File: src/rtl/axi_transaction_pkg.sv
// Shared AXI transaction payload types used by masters and slaves.
package axi_transaction;
  typedef logic [31:0] addr_t;
  typedef logic [31:0] data_t;
endpackage

File: src/rtl/axi_write_master_pkg.sv
// Configuration constants for the AXI write master.
package axi_write_master_pkg;
  localparam int AXI_MAX_OUTSTANDING_DEFAULT = 4;
endpackage

File: src/rtl/axi_valid_hold_reg.sv
// Payload register with valid flag: holds until handshake, reloads on load.
module axi_valid_hold_reg #(
  parameter type T = logic [31:0]
) (
  input  logic clk,
  input  logic rst,
  input  logic load,
  input  T     load_data,
  input  logic ready,
  output logic valid,
  output T     data
);
  // load is only asserted when the slot is free, so it wins over the drop
  always_ff @(posedge clk) begin
    if (rst) begin
      valid <= 1'b0;
      data  <= '0;
    end else if (load) begin
      valid <= 1'b1;
      data  <= load_data;
    end else if (valid && ready) begin
      valid <= 1'b0;
    end
  end
endmodule

File: src/rtl/axi_write_master.sv
// AXI write master: local request port to independent AW/W channels, B counting.
module axi_write_master
  import axi_transaction::*;
  import axi_write_master_pkg::*;
#(
  parameter  int MAX_OUTSTANDING = AXI_MAX_OUTSTANDING_DEFAULT,
  localparam int CNT_W           = $clog2(MAX_OUTSTANDING + 1)
) (
  input  logic             clk,
  input  logic             rst,
  input  logic             req_valid,
  output logic             req_ready,
  input  addr_t            req_addr,
  input  data_t            req_data,
  output addr_t            awaddr,
  output logic             awvalid,
  input  logic             awready,
  output data_t            wdata,
  output logic             wvalid,
  input  logic             wready,
  input  logic             bvalid,
  output logic             bready,
  output logic [CNT_W-1:0] outstanding,
  output logic [31:0]      done_count,
  output logic             idle,
  output logic             err_unexpected_b
);
  logic aw_free, w_free, accept, b_hs, b_dec;

  assign aw_free   = ~awvalid | awready;
  assign w_free    = ~wvalid | wready;
  // full blocks acceptance even when a B frees a slot this cycle
  assign req_ready = aw_free & w_free & (outstanding < CNT_W'(MAX_OUTSTANDING)) & ~rst;
  assign accept    = req_valid & req_ready;
  assign b_hs      = bvalid & bready;
  assign b_dec     = b_hs & (outstanding != '0);
  assign idle      = (outstanding == '0) & ~awvalid & ~wvalid;

  axi_valid_hold_reg #(.T(addr_t)) u_aw (
    .clk(clk), .rst(rst), .load(accept), .load_data(req_addr),
    .ready(awready), .valid(awvalid), .data(awaddr)
  );

  axi_valid_hold_reg #(.T(data_t)) u_w (
    .clk(clk), .rst(rst), .load(accept), .load_data(req_data),
    .ready(wready), .valid(wvalid), .data(wdata)
  );

  always_ff @(posedge clk) begin
    if (rst) begin
      bready           <= 1'b0;
      outstanding      <= '0;
      done_count       <= '0;
      err_unexpected_b <= 1'b0;
    end else begin
      bready <= 1'b1;
      if (accept && !b_dec)      outstanding <= outstanding + CNT_W'(1);
      else if (!accept && b_dec) outstanding <= outstanding - CNT_W'(1);
      if (b_hs)                  done_count <= done_count + 32'd1;
      if (b_hs && outstanding == '0) err_unexpected_b <= 1'b1;
    end
  end
endmodule

File: config.mk
export PLATFORM = sky130hd
export DESIGN_NAME = axi_write_master
export DESIGN_NICKNAME = d
export VERILOG_FILES = /design/src/rtl/axi_transaction_pkg.sv /design/src/rtl/axi_write_master_pkg.sv /design/src/rtl/axi_valid_hold_reg.sv /design/src/rtl/axi_write_master.sv
export SDC_FILE = /design/constraint.sdc
export NUM_CORES = 1
export LEC_CHECK = 0
export ABC_AREA = 1
export CAP_MARGIN = 20
export CORE_MARGIN = 5
export CORE_UTILIZATION = 40
export DETAILED_ROUTE_END_ITERATION = 10
export GPL_ROUTABILITY_DRIVEN = 0
export PLACE_DENSITY = 0.82
export SLEW_MARGIN = 0
export SYNTH_ARGS = -nofsm -noshare
export SYNTH_HDL_FRONTEND = slang
export SYNTH_HIERARCHICAL = 1
export SYNTH_SLANG_ARGS = --single-unit
File: constraint.sdc
create_clock -name clk -period 8.5 [get_ports clk]
set_clock_uncertainty 0.15 [all_clocks]
set_input_delay 1.275 -clock clk [delete_from_list [all_inputs] [get_ports clk]]
set_output_delay 1.275 -clock clk [all_outputs]
set_load 0.02 [all_outputs]
**Word-level counts from Yosys, hierarchy flattened**

Cells that the tools add are included.

- Flip-flop bits (word level): 103
- Bits of input ports: 70
- Output and inout port bits: 105

- Add/subtract/negate cells: 3
- $lt $le $gt $ge: 1
- Multiplexer cells: 7
- Bitwise operators: 13
- Reduce and logical (&&, ||, !) cells: 12

Operators by type and width:

| kind | number |
|---|---|
| $add A32 B1 Y32 const B | 1 |
| $and A1 B1 Y1 | 8 |
| $mux W3 | 2 |
| $reduce_bool A2 Y1 | 3 |
| $logic_and A1 B1 Y1 | 5 |
| $mux W1 | 5 |
| $add A3 B1 Y3 const B | 1 |
| $logic_not A3 Y1 | 1 |
| $lt A3 B3 Y1 const B | 1 |
| $not A1 Y1 | 3 |
| $reduce_bool A3 Y1 | 1 |
| $sub A3 B1 Y3 const B | 1 |
| $logic_not A1 Y1 | 2 |
| $or A1 B1 Y1 | 2 |

**Logic depth before layout (Yosys ltp)**

- Word-level depth: 10
- Mapped depth: 10

**Cells and area by module**

The synthesis kept the hierarchy.

By module, submodules not included:

| module | instances | cells each | area an instance (um^2) | sequential area each (um^2) |
|---|---|---|---|---|
| axi_valid_hold_reg | 2 | 143 | 1152.4 | 660.6 |
| axi_write_master | 1 | 296 | 1944.4 | 740.7 |

**Least setup slack after synthesis**

No wires, ideal clock.

- Path kind: input port to flip-flop
- Start point: in rst
- End point: reg outstanding[2]
- Arrival: 3479 ps
- Data required time: 8292 ps
- Slack: 4813 ps
- Stages on the path: 10
- Path buffers: 0
- Cell sequence: inv_1 -> o211ai_1 -> nor3b_1 -> ha_1 -> inv_1 -> fa_1 -> a21oi_1 -> o21ai_0 -> a21oi_1 -> o21a_1

- Cells in the longest elaborated chain, start to end: 6
- Elaborated cells on any way between the ends: 8
- Those cells by class: mux: 1; bitwise: 3; reduce/logical: 4

RTL lines:

| element | RTL line | text |
|---|---|---|
| start: declaration | axi_write_master.sv:10 | `input logic rst,` |
| $not A1 Y1 * | axi_write_master.sv:33 | `assign req_ready = aw_free & w_free & (outstanding < CNT_W'(MAX_OUTSTANDING)) & ~rst;` |
| $and A1 B1 Y1 * | axi_write_master.sv:33 |  |
| $and A1 B1 Y1 * | axi_write_master.sv:34 | `assign accept = req_valid & req_ready;` |
| via accept | axi_write_master.sv:28 | `logic aw_free, w_free, accept, b_hs, b_dec;` |
| $logic_not A1 Y1 | axi_write_master.sv:58 | `else if (!accept && b_dec) outstanding <= outstanding - CNT_W'(1);` |
| $logic_and A1 B1 Y1 | axi_write_master.sv:58 |  |
| $reduce_bool A2 Y1 (no source line) | - |  |
| end signal: assignment | axi_write_master.sv:57 | `if (accept && !b_dec) outstanding <= outstanding + CNT_W'(1);` |
| end signal: assignment | axi_write_master.sv:58 |  |
| end: declaration | axi_write_master.sv:23 | `output logic [CNT_W-1:0] outstanding,` |

Mark *: on every way through the listed nets, which the timed path passes. The rest lies on a longest branch.
A chain may end at the register's enable or synchronous reset.

**Worst setup path in the final report**

- Start point: in rst
- End point: out req_ready

- Cells in the longest elaborated chain, start to end: 2

RTL lines:

| element | RTL line | text |
|---|---|---|
| $not A1 Y1 | axi_write_master.sv:33 |  |
| $and A1 B1 Y1 | axi_write_master.sv:33 |  |
| end: declaration | axi_write_master.sv:12 | `output logic req_ready,` |

No other way between the ends.

==> impl_summary.log <==
INFO  metric final_period_minus_worst_setup_slack = 5270 ps
INFO  metric vias = 4336
INFO  metric rr_worst_depth = 7
INFO  metric slew_viol_final = 0
INFO  metric finalSetupViolCount = 0
INFO  metric die_h = 113 µm
INFO  metric cts_tree = done
INFO  metric drt_wl_total = 12.3 mm
INFO  metric routedLengthMet1 = 4.88 mm
INFO  metric top_signal_layer_used = met4
INFO  metric antenna_violating_nets_post_route = 0
INFO  metric drc = 0
INFO  metric rows = 37
INFO  metric synth-seq-cells = 103
INFO  metric mappedNetlistNets = 655
INFO  metric final_count_of_hold_timing_violations = 0
INFO  metric timing.hold.worst.class = register to register
INFO  metric max_freq = 190 MHz
INFO  metric syn_inst = 582
INFO  metric finalCritPeriodShare = 62.0%
INFO  metric vias_per_cell = 4.89
INFO  metric cellPowerDensity = 182 nW/µm²
INFO  metric top_level_ports = 175
INFO  metric fp.dieArea = 12800 µm²
INFO  metric post_cts.resized_instances = 0
INFO  metric nNetsFinal = 820
INFO  metric die-width = 113 µm
INFO  metric tightestPinTransition = 944 ps
INFO  metric track_usage = 18.4%
INFO  metric critPathCaptureType = primary output
INFO  metric yosysWarnings = 6
INFO  metric cts_made_buffers = 9
INFO  metric initial_antenna_violation_count = 0
INFO  metric timing.slew.headroom = 37.0%
INFO  metric postCtsHoldBufs = 0
INFO  metric path_max_fanout = 32
INFO  metric outcome = finished clean
INFO  metric share_of_final_layout_standard_cells_stronger_than_drive_strength_1 = 4.00%
INFO  metric grt_pass1_wl = 19.4 mm
INFO  metric core_area = 10300 µm²
INFO  metric worst-setup-path-type = primary input to primary output
INFO  metric dp.final_hpwl = 9.13 mm
INFO  metric area_growth = 45.7%
INFO  metric ctsHtreeMaxLevel = 3
INFO  metric peakVddDrop = 0.000102 V
INFO  metric synth-seq-area-share = 48.5%
INFO  metric postCtsSetupBuffers = 0
INFO  metric cts-root-to-sink-buffers = 2
INFO  metric final_util = 60.0%
INFO  metric synth.area.top_cells = sky130_fd_sc_hd__dfxtp_1 (49%), sky130_fd_sc_hd__nor2_1 (17%), sky130_fd_sc_hd__o21ai_0 (9.0%)
INFO  metric insertion_delay = 350 ps
INFO  metric power_leakage = 2.40 nW
INFO  metric first_global_vias = 4180
INFO  metric synthesis.area = 4250 µm²
INFO  metric avgSynthCellArea = 7.30 µm²
INFO  metric firstDrtPassIters = 5
INFO  metric cap_viol_max_count = 0
INFO  metric grt_max_degree = 67
INFO  metric clk_transition_reported_paths = 90 ps
INFO  metric startpoint_type = primary input
INFO  metric worstHoldPathCells = 1
INFO  metric ys_types = 26
INFO  metric required = 7070 ps
INFO  metric grt_overflow_total = 0
INFO  metric final.setup.tns = 0 ps
INFO  metric drt-wirelength-per-cell = 13.8 µm
INFO  metric num_antenna_cells = 0
INFO  metric cts.root.buffer_cell = sky130_fd_sc_hd__clkbuf_8
INFO  metric detail_route.iter0.violations = 224
INFO  metric detailroute.wirelength.met3 = 1.15 mm
INFO  metric portBuffers = 174
INFO  metric detailroute.wirelength.met2 = 6.12 mm
INFO  metric initial_core_util = 41.2%
INFO  metric synth.largest_area_cell = sky130_fd_sc_hd__dfxtp_1
INFO  metric worst_ep_arrival_time = 3840 ps
INFO  metric clkSinkCount = 103
INFO  metric rsz0062_at_grt = false
INFO  metric netlist.area_leader.share = 48.5%
[critical path: stages]
cell and delay (ps):
sky130_fd_sc_hd__clkdlybuf4s50_1 630, sky130_fd_sc_hd__inv_1 800, sky130_fd_sc_hd__o211ai_1 270, sky130_fd_sc_hd__nor2_1 200
sky130_fd_sc_hd__clkdlybuf4s50_1 670
[area by class of cell]
| class | instances | area, µm² |
|---|---|---|
| Clock buffer | 13 | 149 |
| Clock inverter | 1 | 30.0 |
| Fill cell | 894 | 4130 |
| Inverter | 37 | 139 |
| Multi-Input combinational cell | 421 | 1890 |
| Sequential cell | 103 | 2060 |
| Tap cell | 136 | 170 |
| Timing Repair Buffer | 175 | 1750 |
[worst paths after layout]
kind | start | end | slack (ps)
max reg2reg | outstanding[2] | u_w/data[13] | 6190
max | rst | req_ready | 3230
min reg2reg | err_unexpected_b | err_unexpected_b | 320
min | err_unexpected_b | err_unexpected_b | 320
[cells in the final DEF (no fill, tap or decap)]
master,n
sky130_fd_sc_hd__nand3_1,21
sky130_fd_sc_hd__xnor2_1,1
sky130_fd_sc_hd__clkdlybuf4s50_1,174
sky130_fd_sc_hd__nand2_1,72
sky130_fd_sc_hd__nor3b_2,1
sky130_fd_sc_hd__clkbuf_8,10
sky130_fd_sc_hd__inv_2,2
sky130_fd_sc_hd__xor2_1,2
sky130_fd_sc_hd__nor2_1,196
sky130_fd_sc_hd__ha_1,2
sky130_fd_sc_hd__a21oi_1,24
sky130_fd_sc_hd__nor2_4,5
sky130_fd_sc_hd__inv_1,35
sky130_fd_sc_hd__bufinv_16,1
sky130_fd_sc_hd__nand3_2,2
sky130_fd_sc_hd__nand4_1,4
sky130_fd_sc_hd__clkbuf_1,3
sky130_fd_sc_hd__buf_4,1
sky130_fd_sc_hd__o21ai_0,76
sky130_fd_sc_hd__nand2_2,4
sky130_fd_sc_hd__nor3_1,2
sky130_fd_sc_hd__fa_1,1
sky130_fd_sc_hd__dfxtp_1,103
sky130_fd_sc_hd__o21a_1,3
sky130_fd_sc_hd__nor2_2,3
sky130_fd_sc_hd__o211ai_1,1
sky130_fd_sc_hd__nand2_4,1
[synthesized netlist by cell type (all sizes together)]
| cell | n |
|---|---|
| fa | 1 |
| dfxtp | 103 |
| nand2 | 77 |
| xnor2 | 1 |
| o21a | 3 |
| nand3 | 23 |
| nor2 | 204 |
| ha | 2 |
| clkbuf | 12 |
| nor3 | 2 |
| buf | 9 |
| o211ai | 1 |
| inv | 37 |
| xor2 | 2 |
| a21oi | 24 |
| o21ai | 76 |
| nand4 | 4 |
| nor3b | 1 |
[layer usage]
metal  GRT usage (%)  up-vias
li1                -     2173
met1            20.1     2006
met2            33.1      150
met3            7.17        7
met4            5.37        0
met5               0        -
[power breakdown]
| group | switching, mW | internal [mW] |
|---|---|---|
| registers | 0.0236 | 0.524 |
| clock network | 0.153 | 0.142 |
| logic | 0.152 | 0.131 |
[cell families (layout without fill, tap and decap cells)]
group	after synthesis	after routing	synth area share [%]
DFF	103	103	48.5
buffers and inverters	58	226	7.07
AOI/OAI and AO/OA	104	104	12.5
and+or+nand+nor	311	311	30.2
xor gates and xnor gates	3	3	0.618
adders and majority gates	3	3	1.06
[stage by stage]
stage	instances	area (µm²)	setup WS, ps	power [mW]	hold WS, ps
floorplan	582	4250	4810	0.700	397
global placement	872	6010	3340	0.835	302
detailed placement	872	6010	3280	0.843	302
CTS	886	6190	3260	1.14	323
global route	886	6190	2990	1.18	362
finish	886	6190	3230	1.13	321
[sequential cells by signal (all words and copies together) (netlist names)]
| signal | cells |
|---|---|
| bready | 1 |
| done_count | 32 |
| err_unexpected_b | 1 |
| outstanding | 3 |
| u_aw/data | 32 |
| u_aw/valid | 1 |
| u_w/data | 32 |
| u_w/valid | 1 |
(Power assumes the default switching activity.)
